### config.mk
export PLATFORM = sky130hd
export DESIGN_NAME = tile_draw_scheduler
export DESIGN_NICKNAME = d
export VERILOG_FILES = /design/src/rtl/tile_draw_scheduler.sv
export SDC_FILE = /design/constraint.sdc
export NUM_CORES = 1
export LEC_CHECK = 0
export CORE_ASPECT_RATIO = 0.5
export CORE_UTILIZATION = 30
export DETAILED_ROUTE_END_ITERATION = 10
export PLACE_DENSITY_LB_ADDON = 0.05
export RECOVER_POWER = 25
export REMOVE_ABC_BUFFERS = 1
export SETUP_SLACK_MARGIN = 0.05
export SYNTH_ARGS = -nofsm -noshare
export SYNTH_HDL_FRONTEND = slang
export SYNTH_SLANG_ARGS = --single-unit
### constraint.sdc
create_clock -name clk -period 2.4 [get_ports clk]
set_clock_uncertainty 0.1 [all_clocks]
set_input_delay 0.48 -clock clk [delete_from_list [all_inputs] [get_ports clk]]
set_output_delay 0.48 -clock clk [all_outputs]
set_load 0.1 [all_outputs]
### src/rtl/tile_draw_scheduler.sv
// tile_draw_scheduler: round-robin arbiter that range-checks a grid tile, launches one draw and acks it on completion or timeout
module tile_draw_scheduler #(
  parameter int TIMEOUT = 1023
) (
  input  logic        clk,
  input  logic        resetn,
  input  logic [3:0]  req,
  input  logic [15:0] req_gx,
  input  logic [15:0] req_gy,
  input  logic [7:0]  req_sprite,
  output logic [3:0]  ack,
  output logic        err,
  output logic        draw_start,
  output logic [3:0]  draw_gx,
  output logic [3:0]  draw_gy,
  output logic [1:0]  draw_sprite,
  input  logic        draw_done,
  output logic        busy,
  output logic [1:0]  grant_id
);
  typedef enum logic [1:0] {IDLE, LAUNCH, WAIT, ACK} state_t;
  state_t state, state_nx;
  logic [15:0] timer;
  logic err_flag, found, oob, tmo;
  logic [1:0] last_grant, win, idx;
  logic [3:0] win_gx, win_gy;
  always_comb begin
    win = '0;
    found = 1'b0;
    idx = '0;
    for (int i = 1; i <= 4; i++) begin
      idx = last_grant + 2'(i);
      if (!found && req[idx]) begin
        win = idx;
        found = 1'b1;
      end
    end
  end
  assign win_gx = req_gx[{win, 2'b00} +: 4];
  assign win_gy = req_gy[{win, 2'b00} +: 4];
  assign oob = (win_gx > 4'd7) || (win_gy > 4'd5);
  assign tmo = (({1'b0, timer} + 17'd1) == 17'(TIMEOUT));
  always_comb begin
    state_nx = state;
    case (state)
      IDLE:    state_nx = found ? (oob ? ACK : LAUNCH) : IDLE;
      LAUNCH:  state_nx = WAIT;
      WAIT:    state_nx = (draw_done || tmo) ? ACK : WAIT;
      ACK:     state_nx = req[grant_id] ? ACK : IDLE;
      default: state_nx = IDLE;
    endcase
  end
  always_ff @(posedge clk) begin
    if (!resetn) begin
      state       <= IDLE;
      timer       <= '0;
      err_flag    <= 1'b0;
      last_grant  <= 2'd3;
      grant_id    <= '0;
      draw_gx     <= '0;
      draw_gy     <= '0;
      draw_sprite <= '0;
    end else begin
      state <= state_nx;
      if (state == IDLE && found) begin
        draw_gx     <= win_gx;
        draw_gy     <= win_gy;
        draw_sprite <= req_sprite[{win, 1'b0} +: 2];
        grant_id    <= win;
        err_flag    <= oob;
      end
      if (state == LAUNCH) timer <= '0;
      if (state == WAIT) timer <= timer + 16'd1;
      if (state == WAIT && state_nx == ACK) err_flag <= !draw_done;
      if (state == ACK && !req[grant_id]) last_grant <= grant_id;
    end
  end
  assign ack        = (state == ACK) ? (4'b0001 << grant_id) : 4'b0000;
  assign err        = (state == ACK) && err_flag;
  assign draw_start = (state == LAUNCH);
  assign busy       = (state != IDLE);
endmodule

## Word level (Yosys, flattened, before mapping)

Index checks and enable logic that the tools add are counted.

- Muxes and demuxes: 28
- Shifts and indexed selects: 4
- $lt $le $gt $ge: 7
- Add/subtract/negate cells: 5
- Reductions and logical operators: 18
- Equal/unequal tests: 5

Operator list:

| kind | number |
|---|---|
| $mux W16 | 2 |
| $shiftx A16 B5 Y4 | 2 |
| $add A16 B1 Y17 const B | 1 |
| $eq A17 B10 Y1 const B | 1 |
| $add A16 B1 Y16 const B | 1 |
| $lt A2 B3 Y1 const B | 5 |
| $mux W2 | 7 |
| $mux W1 | 12 |
| $bmux W1 S2 | 5 |
| $gt A4 B3 Y1 const B | 2 |
| $pmux W2 S4 | 1 |
| $shiftx A8 B4 Y2 | 1 |
| $logic_and A1 B1 Y1 | 7 |
| $eq A2 B2 Y1 const B | 3 |
| $reduce_bool A2 Y1 | 3 |
| $logic_not A1 Y1 | 5 |
| $add A2 B2 Y2 const B | 2 |
| $mux W4 | 1 |
| $shl A1 B2 Y4 const A | 1 |
| $add A2 B1 Y2 const B | 1 |
| $eq A2 B1 Y1 const B | 1 |
| $logic_not A2 Y1 | 1 |
| $logic_or A1 B1 Y1 | 2 |

- Bits in registers: 33
- Output and inout port bits: 19
- Logic and storage cells: 75
- Bits of input ports: 47

## Longest topological paths before layout

Gate-level depths: netlist of run 1.

- Word-level depth: 22
- Depth in mapped cells: 9
- Depth with buffers taken out: 9

## Worst setup path before layout of run 1

OpenSTA, ideal clock, no wires.

- Kind: flip-flop to output port
- Start point: register grant_id[1]
- End point: output port ack[0]
- Arrival time: 3.059 ns
- Cell stages (with the launch flop): 2
- Slack: -1.239 ns
- Required time: 1.820 ns
- Path buffers: 0
- Cell sequence: dfxtp_1 > nor3b_1

- Longest elaborated chain between the ends: 2

Ends and longest elaborated chain:

| what | line | text |
|---|---|---|
| start, declared | 19 | `output logic [1:0] grant_id` |
| start signal, assigned | 69 | `grant_id <= win;` |
| $shl A1 B2 Y4 | 78 | `assign ack = (state == ACK) ? (4'b0001 << grant_id) : 4'b0000;` |
| $mux W4 | 78 |  |
| end, declared | 11 | `output logic [3:0] ack,` |

Every way passes these cells.

## Worst setup path in the final report of run 1

- Start point: input port req[1]
- End point: register err_flag

- Longest elaborated chain between the ends: 21
- Elaborated cells on any way between the ends: 39
- Classes of those cells: order compare: 2; eq/ne: 1; shift: 2; mux: 24; reduce/logical: 10

Ends and longest elaborated chain:

| what | line | text |
|---|---|---|
| start, declared | 7 | `input logic [3:0] req,` |
| $bmux W1 S2 | 33 | `if (!found && req[idx]) begin` |
| $mux W1 (implied by the code) | 33 |  |
| $mux W1 | 33 |  |
| $logic_not A1 Y1 | 33 |  |
| $logic_and A1 B1 Y1 | 33 |  |
| $mux W1 | 33 |  |
| $logic_not A1 Y1 | 33 |  |
| $logic_and A1 B1 Y1 | 33 |  |
| [4 not listed] | n/a |  |
| $shiftx A16 B5 Y4, on equally long branches | 39, 40 |  |
| $gt A4 B3 Y1 | 41 | `assign oob = (win_gx > 4'd7) \|\| (win_gy > 4'd5);` |
| $logic_or A1 B1 Y1 | 41 |  |
| $mux W2 (2 in series) | 46 | `IDLE: state_nx = found ? (oob ? ACK : LAUNCH) : IDLE;` |
| $pmux W2 S4 | 45 | `case (state)` |
| $eq A2 B2 Y1 | 74 | `if (state == WAIT && state_nx == ACK) err_flag <= !draw_done;` |
| $logic_and A1 B1 Y1 | 74 |  |
| $mux W1 or $reduce_bool A2 Y1 (tied branches) | n/a |  |
| end signal, assigned | 70 | `err_flag <= oob;` |
| end signal, assigned | 74 |  |
| end, declared | 24 | `logic err_flag, found, oob, tmo;` |

Parallel ways exist; a longest one is shown, timed or not. The select of a mux whose other input is x is not followed.
A chain may end at the register's enable or synchronous reset.

==> impl_metrics.yaml, run 1 <==
outcome:
  status: "finished, final reports clean"
grt:
  groute.usage.overall: 0.181
  grt_remaining_overflow: 0
  use_met1: 0.251
  initial_antenna_violation_count: 0
  grt_start_max_net_pins: 28
  met2_usage: 0.282
  global_route.peak_usage_layer: "met2"
  global_route_wire_length_before_repair_microns: 11100
  via_count_of_the_first_global_routing_pass: 2349
  grtUsageMet3: 0.0401
setup_path:
  slowest_delay_ns: 0.41
  setup.worst_path.start_class: "input pin"
  crit_family: "compound AO/OA/AOI/OAI gates"
  critPathSlowestCell: "sky130_fd_sc_hd__a222oi_1"
  worst-path-max-fanout: 5
  crit_buf_inv: 2
  reg2regPathDepth: 8
  path_common_cell: "sky130_fd_sc_hd__buf_4"
  end_kind: "flip-flop"
  worst_r2r_startpoint: "last_grant[1]$_SDFFE_PN1P_"
  timing.critical_path.cells: "buf_4 > o211a_1 > or2_4 > o21ai_2 > o211ai_1 > a222oi_1 > buf_4 > o21ai_1 > a311oi_2"
  cp.required_ns: 2.49
  r2r_end: "err_flag$_SDFFE_PN0P_"
  r2r_setup_slack_ns: 0.16
  worst-setup-path-type: "in2reg"
  timing.critical_path.arrival_ns: 2.34
yosys:
  post_synth_most_frequent_cells: "sky130_fd_sc_hd__nand2_1 (63), sky130_fd_sc_hd__nor2_1 (35), sky130_fd_sc_hd__dfxtp_1 (33)"
  yosys_warnings: 0
  postSynthAreaPerCell_sq_um: 7.04
  synth_most_common_cell: "sky130_fd_sc_hd__nand2_1"
  netlist.area_leader.share: 0.302
  synth-main-ff-cell: "sky130_fd_sc_hd__dfxtp_1"
  synthArstFlopShare: 0
  synth_seq_cells: 33
  synthesis.instances: 311
  synth_cell_types: 48
  synth_enable_flop_cells: 0
  syn-cell-area_sq_mm: 0.00219
  synth.largest_area_cell: "sky130_fd_sc_hd__dfxtp_1"
  synth_top_cells_by_area: "sky130_fd_sc_hd__dfxtp_1 (30%), sky130_fd_sc_hd__nand2_1 (11%), sky130_fd_sc_hd__nand3_1 (7.1%)"
  synth_seq_area_share: 0.302
detailed_routing:
  drt-wirelength-per-cell_microns: 13.4
  wirelength_microns: 6750
  detail_route.iter0.violations: 155
  drt_pass1_iterations: 4
  number_of_vias_in_the_routed_layout: 2534
  drt-vias-per-instance: 5.03
  ant_nets: 0
  drc_viols: 0
timing:
  max_clock_freq_ghz: 0.444
  timing.slew.headroom: 0.221
  setup_repair_after_global_routing_missed_its_margin: "no"
  finalHoldViolations: 0
  post-route-min-period_ns: 2.25
  share_of_the_clock_period_used_by_the_worst_path_after_layout: 0.938
  report.final.slew_viol_count: 0
  finalSetupViolCount: 0
  worst_tran_pin_value_ns: 1.17
worst_hold_path:
  worstHoldStart: "draw_sprite[0]$_SDFFE_PN0P_"
  worstHoldPathType: "reg2reg"
  timing.hold.worst_endpoint: "draw_sprite[0]$_SDFFE_PN0P_"
  whs_path_depth: 2
cts:
  clock-sinks: 33
  number_of_buffers_added_to_fix_hold_violations_after_cts: 0
  clk-insertion-delay-late_ns: 0.28
  clk_pin_slew_ns: 0.05
  tritoncts: "yes"
  cts_inserted_buffers: 5
  clock_tree.buffer_depth: 2
  htree_levels: 2
  cts-root-buf: "sky130_fd_sc_hd__clkbuf_16"
final_layout:
  area_delta_synth_final_pct: 55.3
  multi_input_logic_area_sq_mm: 0.00150
  fin_cells: 504
  finish.instance_area_sq_mm: 0.00340
  insertedDiodeCount: 0
  finalNetCount: 464
  num-fill-cells: 687
  final-seq-area_sq_um: 668
  drive_above_1_share: 0.214
power_and_ir_drop:
  vdd.ir_drop.worst_uv: 403
  power_density_mw_per_mm2: 796
  leakage_nw: 1.39
floorplanning:
  fp.coreArea_sq_mm: 0.00686
  dieWidth_microns: 123
  die_height_microns: 62.4
  num_rows: 21
  initial_utilization: 0.319
  floorplan.io_pins: 66
  dieArea_sq_mm: 0.00767
place:
  dp_hpwl_microns: 4980
  place_congestion: 0.826
  detailed_place.area_sq_mm: 0.00316
  placed_cells_incl_taps: 488
  port_buffers: 65
job:
  max_cap_violations: 0
[state kept, by name (all words and copies together), names as in the netlist]
name / cells
timer: 16
draw_gx: 4
draw_gy: 4
draw_sprite: 2
grant_id: 2
last_grant: 2
state: 2
err_flag: 1
[metal layers]
layer	part of all wire	vias up
met3	0.040	10
met5	0	-
met2	0.45	70
li1	-	1295
met4	0.013	0
met1	0.50	1159
[worst min-delay path, cell delays in order (launching register included)]
cell,delay (ns)
sky130_fd_sc_hd__dfxtp_1,0.30
sky130_fd_sc_hd__nand2_1,0.05
sky130_fd_sc_hd__a21oi_1,0.05
[placed cells by master, fill, tap and decap left out, types with 4 or more instances in the layout]
cell / n
sky130_fd_sc_hd__nand2_1: 62
sky130_fd_sc_hd__buf_4: 43
sky130_fd_sc_hd__clkdlybuf4s50_1: 42
sky130_fd_sc_hd__nor2_1: 34
sky130_fd_sc_hd__nand3_1: 31
sky130_fd_sc_hd__dfxtp_1: 29
sky130_fd_sc_hd__a21oi_1: 24
sky130_fd_sc_hd__inv_1: 12
sky130_fd_sc_hd__nor3_1: 10
sky130_fd_sc_hd__clkbuf_1: 10
sky130_fd_sc_hd__o21ai_0: 9
sky130_fd_sc_hd__buf_12: 6
sky130_fd_sc_hd__and3_1: 5
sky130_fd_sc_hd__ha_1: 5
sky130_fd_sc_hd__clkbuf_16: 5
sky130_fd_sc_hd__and2_1: 4
sky130_fd_sc_hd__o211ai_1: 4
sky130_fd_sc_hd__o21ai_1: 4
[final cells by class]
cell class / count / share of cell area
Sequential cell: 33 / 0.196
Clock inverter: 2 / 0.00294
Inverter: 13 / 0.0143
Clock buffer: 6 / 0.0379
Multi-Input combinational cell: 253 / 0.441
Tap cell: 92 / 0.0338
Timing Repair Buffer: 105 / 0.274
[worst max-delay path by stage]
stage	from	to	slack, ns	depth (start not counted)
2_1_floorplan	grant_id[1]$_SDFFE_PN0P_	ack[0]	-1.24	1
3_3_place_gp	req[1]	err_flag$_SDFFE_PN0P_	-0.53	9
3_5_place_dp	req[1]	err_flag$_SDFFE_PN0P_	-0.57	9
4_1_cts	req[1]	err_flag$_SDFFE_PN0P_	0.05	9
5_1_grt	req[2]	err_flag$_SDFFE_PN0P_	0.05	10
6_report	req[1]	err_flag$_SDFFE_PN0P_	0.15	9
[metrics by stage]
stage	util	hold slack (ns)	setup TNS [ns]	total power, W	setup slack, ns
2_1_floorplan	-	0.391	-2.46	0.00158	-1.24
3_3_place_gp	0.461	0.345	-1.52	0.00206	-0.534
3_5_place_dp	0.461	0.351	-1.79	0.00207	-0.571
4_1_cts	0.491	0.359	0	0.00273	0.0535
5_1_grt	0.496	0.378	0	0.00287	0.0480
6_report	0.496	0.351	0	0.00271	0.149
[what timing repair did]
item | 4_1_cts | 5_1_grt
resized for setup | 21 | 25
setup buffers | 3 | 4
cloned | 1 | 0
endpoints found under the hold margin | 0 | 0
pin swaps | 9 | 14
setup endpoints to repair | 2 | 2
[power breakdown]
part	internal (W)	switching, W
Sequential	0.000619	0.0000548
Combinational	0.000465	0.000949
Clock	0.000381	0.000239
Total	0.00147	0.00124
[logic make-up (layout without fill, tap and decap cells)]
group / after synthesis / after routing / share of synthesized area
AOI/OAI and AO/OA: 73 / 73 / 0.222
xor gates and xnor gates: 3 / 3 / 0.0120
buffers and inverters: 26 / 126 / 0.0548
and+or+nand+nor: 164 / 165 / 0.342
adders and majority gates: 6 / 6 / 0.0343
muxes: 6 / 6 / 0.0343
DFF: 33 / 33 / 0.302
No activity file was read; power rests on OpenSTA's default activity.
==> inputs of run 2 (changes only) <==
- CORE_UTILIZATION: 30 -> 38
==> run 2 against run 1 <==
Critical endpoint unchanged. Worst hold slack improved by 0.0010 ns. Sequential cell count did not move. Sequential share of layout area fell by 0.55 points.
==> impl_metrics.yaml, run 2 (synthesis results as in run 1) <==
outcome:
  status: "finished, final reports clean"
setup_path:
  reg2regPathDepth: 8
  worst-path-max-fanout: 5
  cp.required_ns: 2.49
  r2r_setup_slack_ns: 0.15
  timing.critical_path.arrival_ns: 2.34
  worst-setup-path-type: "in2reg"
  end_kind: "flip-flop"
  setup.worst_path.start_class: "input pin"
final_layout:
  finish.instance_area_sq_mm: 0.00348
  drive_above_1_share: 0.227
  regMostFlops: "timer"
  layout.cells.most_common: "sky130_fd_sc_hd__nand2_1"
  fin_cells: 492
  area_delta_synth_final_pct: 58.9
  num-fill-cells: 504
  largest_registers: "timer: 16 flops, draw_gx: 4 flops, draw_gy: 4 flops"
  insertedDiodeCount: 0
  finalNetCount: 471
  most-common-layout-cells: "sky130_fd_sc_hd__nand2_1 (60), sky130_fd_sc_hd__buf_4 (44), sky130_fd_sc_hd__clkdlybuf4s50_1 (42), sky130_fd_sc_hd__nor2_1 (32), sky130_fd_sc_hd__dfxtp_1 (32)"
  largest_register_ff_count: 16
timing:
  finalSetupViolCount: 0
  setup_repair_after_global_routing_missed_its_margin: "no"
  finalHoldViolations: 0
  report.final.slew_viol_count: 0
  setup_ws_ns: 0.149
  max_clock_freq_ghz: 0.444
  fin_tns_setup_ns: 0
  post-route-min-period_ns: 2.25
  timing.slew.headroom: 0.219
  share_of_the_clock_period_used_by_the_worst_path_after_layout: 0.938
  worst_tran_pin_value_ns: 1.18
grt:
  grt_remaining_overflow: 0
  grtUsageMet3: 0.0457
  via_count_of_the_first_global_routing_pass: 2468
  initial_antenna_violation_count: 0
  global_route.peak_usage_layer: "met2"
  met2_usage: 0.381
  use_met1: 0.316
  grt_start_max_net_pins: 18
  groute.usage.overall: 0.234
  global_route_wire_length_before_repair_microns: 11300
place:
  placed_cells_incl_taps: 470
  port_buffers: 65
  place_congestion: 0.835
  preCtsSetupSlack_ns: -0.562
  dp_hpwl_microns: 4940
  detailed_place.area_sq_mm: 0.00314
floorplanning:
  die_height_microns: 55.7
  dieWidth_microns: 109
  floorplan.io_pins: 66
  fp.coreArea_sq_mm: 0.00552
  dieArea_sq_mm: 0.00609
  num_rows: 19
  initial_utilization: 0.397
power_and_ir_drop:
  vdd.ir_drop.worst_uv: 514
  leakage_nw: 1.46
  power_density_mw_per_mm2: 825
cts:
  htree_levels: 2
  clock_tree.buffer_depth: 2
  tritoncts: "yes"
  clock-sinks: 33
  clk-insertion-delay-late_ns: 0.28
  clk_pin_slew_ns: 0.05
  cts-root-buf: "sky130_fd_sc_hd__clkbuf_16"
  cts_inserted_buffers: 5
worst_hold_path:
  worstHoldPathType: "reg2reg"
  whs_path_depth: 2
detailed_routing:
  ant_nets: 0
  drt_pass1_iterations: 4
  number_of_vias_in_the_routed_layout: 2599
  drt-wirelength-per-cell_microns: 13.7
  drt-vias-per-instance: 5.28
  drc_viols: 0
  detail_route.iter0.violations: 126
  wirelength_microns: 6740
job:
  max_cap_violations: 0
-- run 2: cell types whose count changed in the layout (fill, tap and decap cells not counted), moves of 2 or more --
cell	previous run	this run
sky130_fd_sc_hd__a21o_1	1	3
sky130_fd_sc_hd__buf_6	1	3
sky130_fd_sc_hd__clkbuf_2	3	5
sky130_fd_sc_hd__clkinv_2	2	0
sky130_fd_sc_hd__dfxtp_1	29	32
sky130_fd_sc_hd__dfxtp_2	3	0
sky130_fd_sc_hd__nand2_1	62	60
sky130_fd_sc_hd__nand2_2	1	3
sky130_fd_sc_hd__nor2_1	34	32
sky130_fd_sc_hd__nor2_2	0	2
sky130_fd_sc_hd__o21ai_1	4	2
sky130_fd_sc_hd__o21ai_2	3	6
-- run 2: stage by stage --
| stage | utilization | hold slack [ns] | power, W |
|---|---|---|---|
| 3_5_place_dp | 0.570 | 0.347 | 0.00207 |
| 5_1_grt | 0.631 | 0.379 | 0.00302 |
| 6_report | 0.631 | 0.352 | 0.00287 |
| 3_3_place_gp | 0.570 | 0.345 | 0.00206 |
| 2_1_floorplan | - | 0.391 | 0.00158 |
| 4_1_cts | 0.631 | 0.355 | 0.00290 |
-- run 2: final timing paths --
path,endpoint,startpoint
worst max-delay path,err_flag$_SDFFE_PN0P_,req[3]
worst min-delay path,draw_sprite[0]$_SDFFE_PN0P_,draw_sprite[0]$_SDFFE_PN0P_
worst max register to register,err_flag$_SDFFE_PN0P_,timer[1]$_SDFFE_PN0P_
worst min register to register,draw_sprite[0]$_SDFFE_PN0P_,draw_sprite[0]$_SDFFE_PN0P_
-- run 2: area by class of cell --
type	count	area [sq um]	share of cell area
clock buffers	7	143	0.0410
clock inverters	1	30.0	0.00863
inverters	13	48.8	0.0140
multi-input cells	254	1520	0.436
flip-flops and latches	33	664	0.191
well taps	73	91.3	0.0262
repair buffers	111	986	0.283
-- run 2: layer usage --
| layer | share of wire | wire [microns] | vias up |
|---|---|---|---|
| met5 | 0 | 0 | - |
| met2 | 0.45 | 3050 | 73 |
| met3 | 0.050 | 339 | 11 |
| met4 | 0.012 | 82 | 0 |
| met1 | 0.49 | 3270 | 1201 |
| li1 | - | - | 1314 |
-- run 2: critical path: stages --
cell                              delay (ns)
sky130_fd_sc_hd__clkdlybuf4s15_1        0.19
sky130_fd_sc_hd__and3b_2                0.23
sky130_fd_sc_hd__or2_4                  0.27
sky130_fd_sc_hd__o21ai_2                0.14
sky130_fd_sc_hd__o211ai_1               0.15
sky130_fd_sc_hd__a222oi_1               0.40
sky130_fd_sc_hd__buf_4                  0.20
sky130_fd_sc_hd__o21ai_2                0.05
sky130_fd_sc_hd__a311oi_1               0.23
-- run 2: what timing repair did --
action                                  4_1_cts  5_1_grt
hold buffers                                  0        0
buffers inserted                             11        2
cloned                                        2        0
gates resized for setup                      34       15
endpoints found under the setup margin        2        3
pin swaps                                    14       10
-- run 2: power by group --
| part | switching [W] | internal (W) | leakage, nW |
|---|---|---|---|
| registers | 0.0000546 | 0.000618 | 0.269 |
| logic | 0.000964 | 0.000484 | 1.10 |
| clock network | 0.000232 | 0.000518 | 0.0841 |
| total | 0.00125 | 0.00162 | 1.46 |
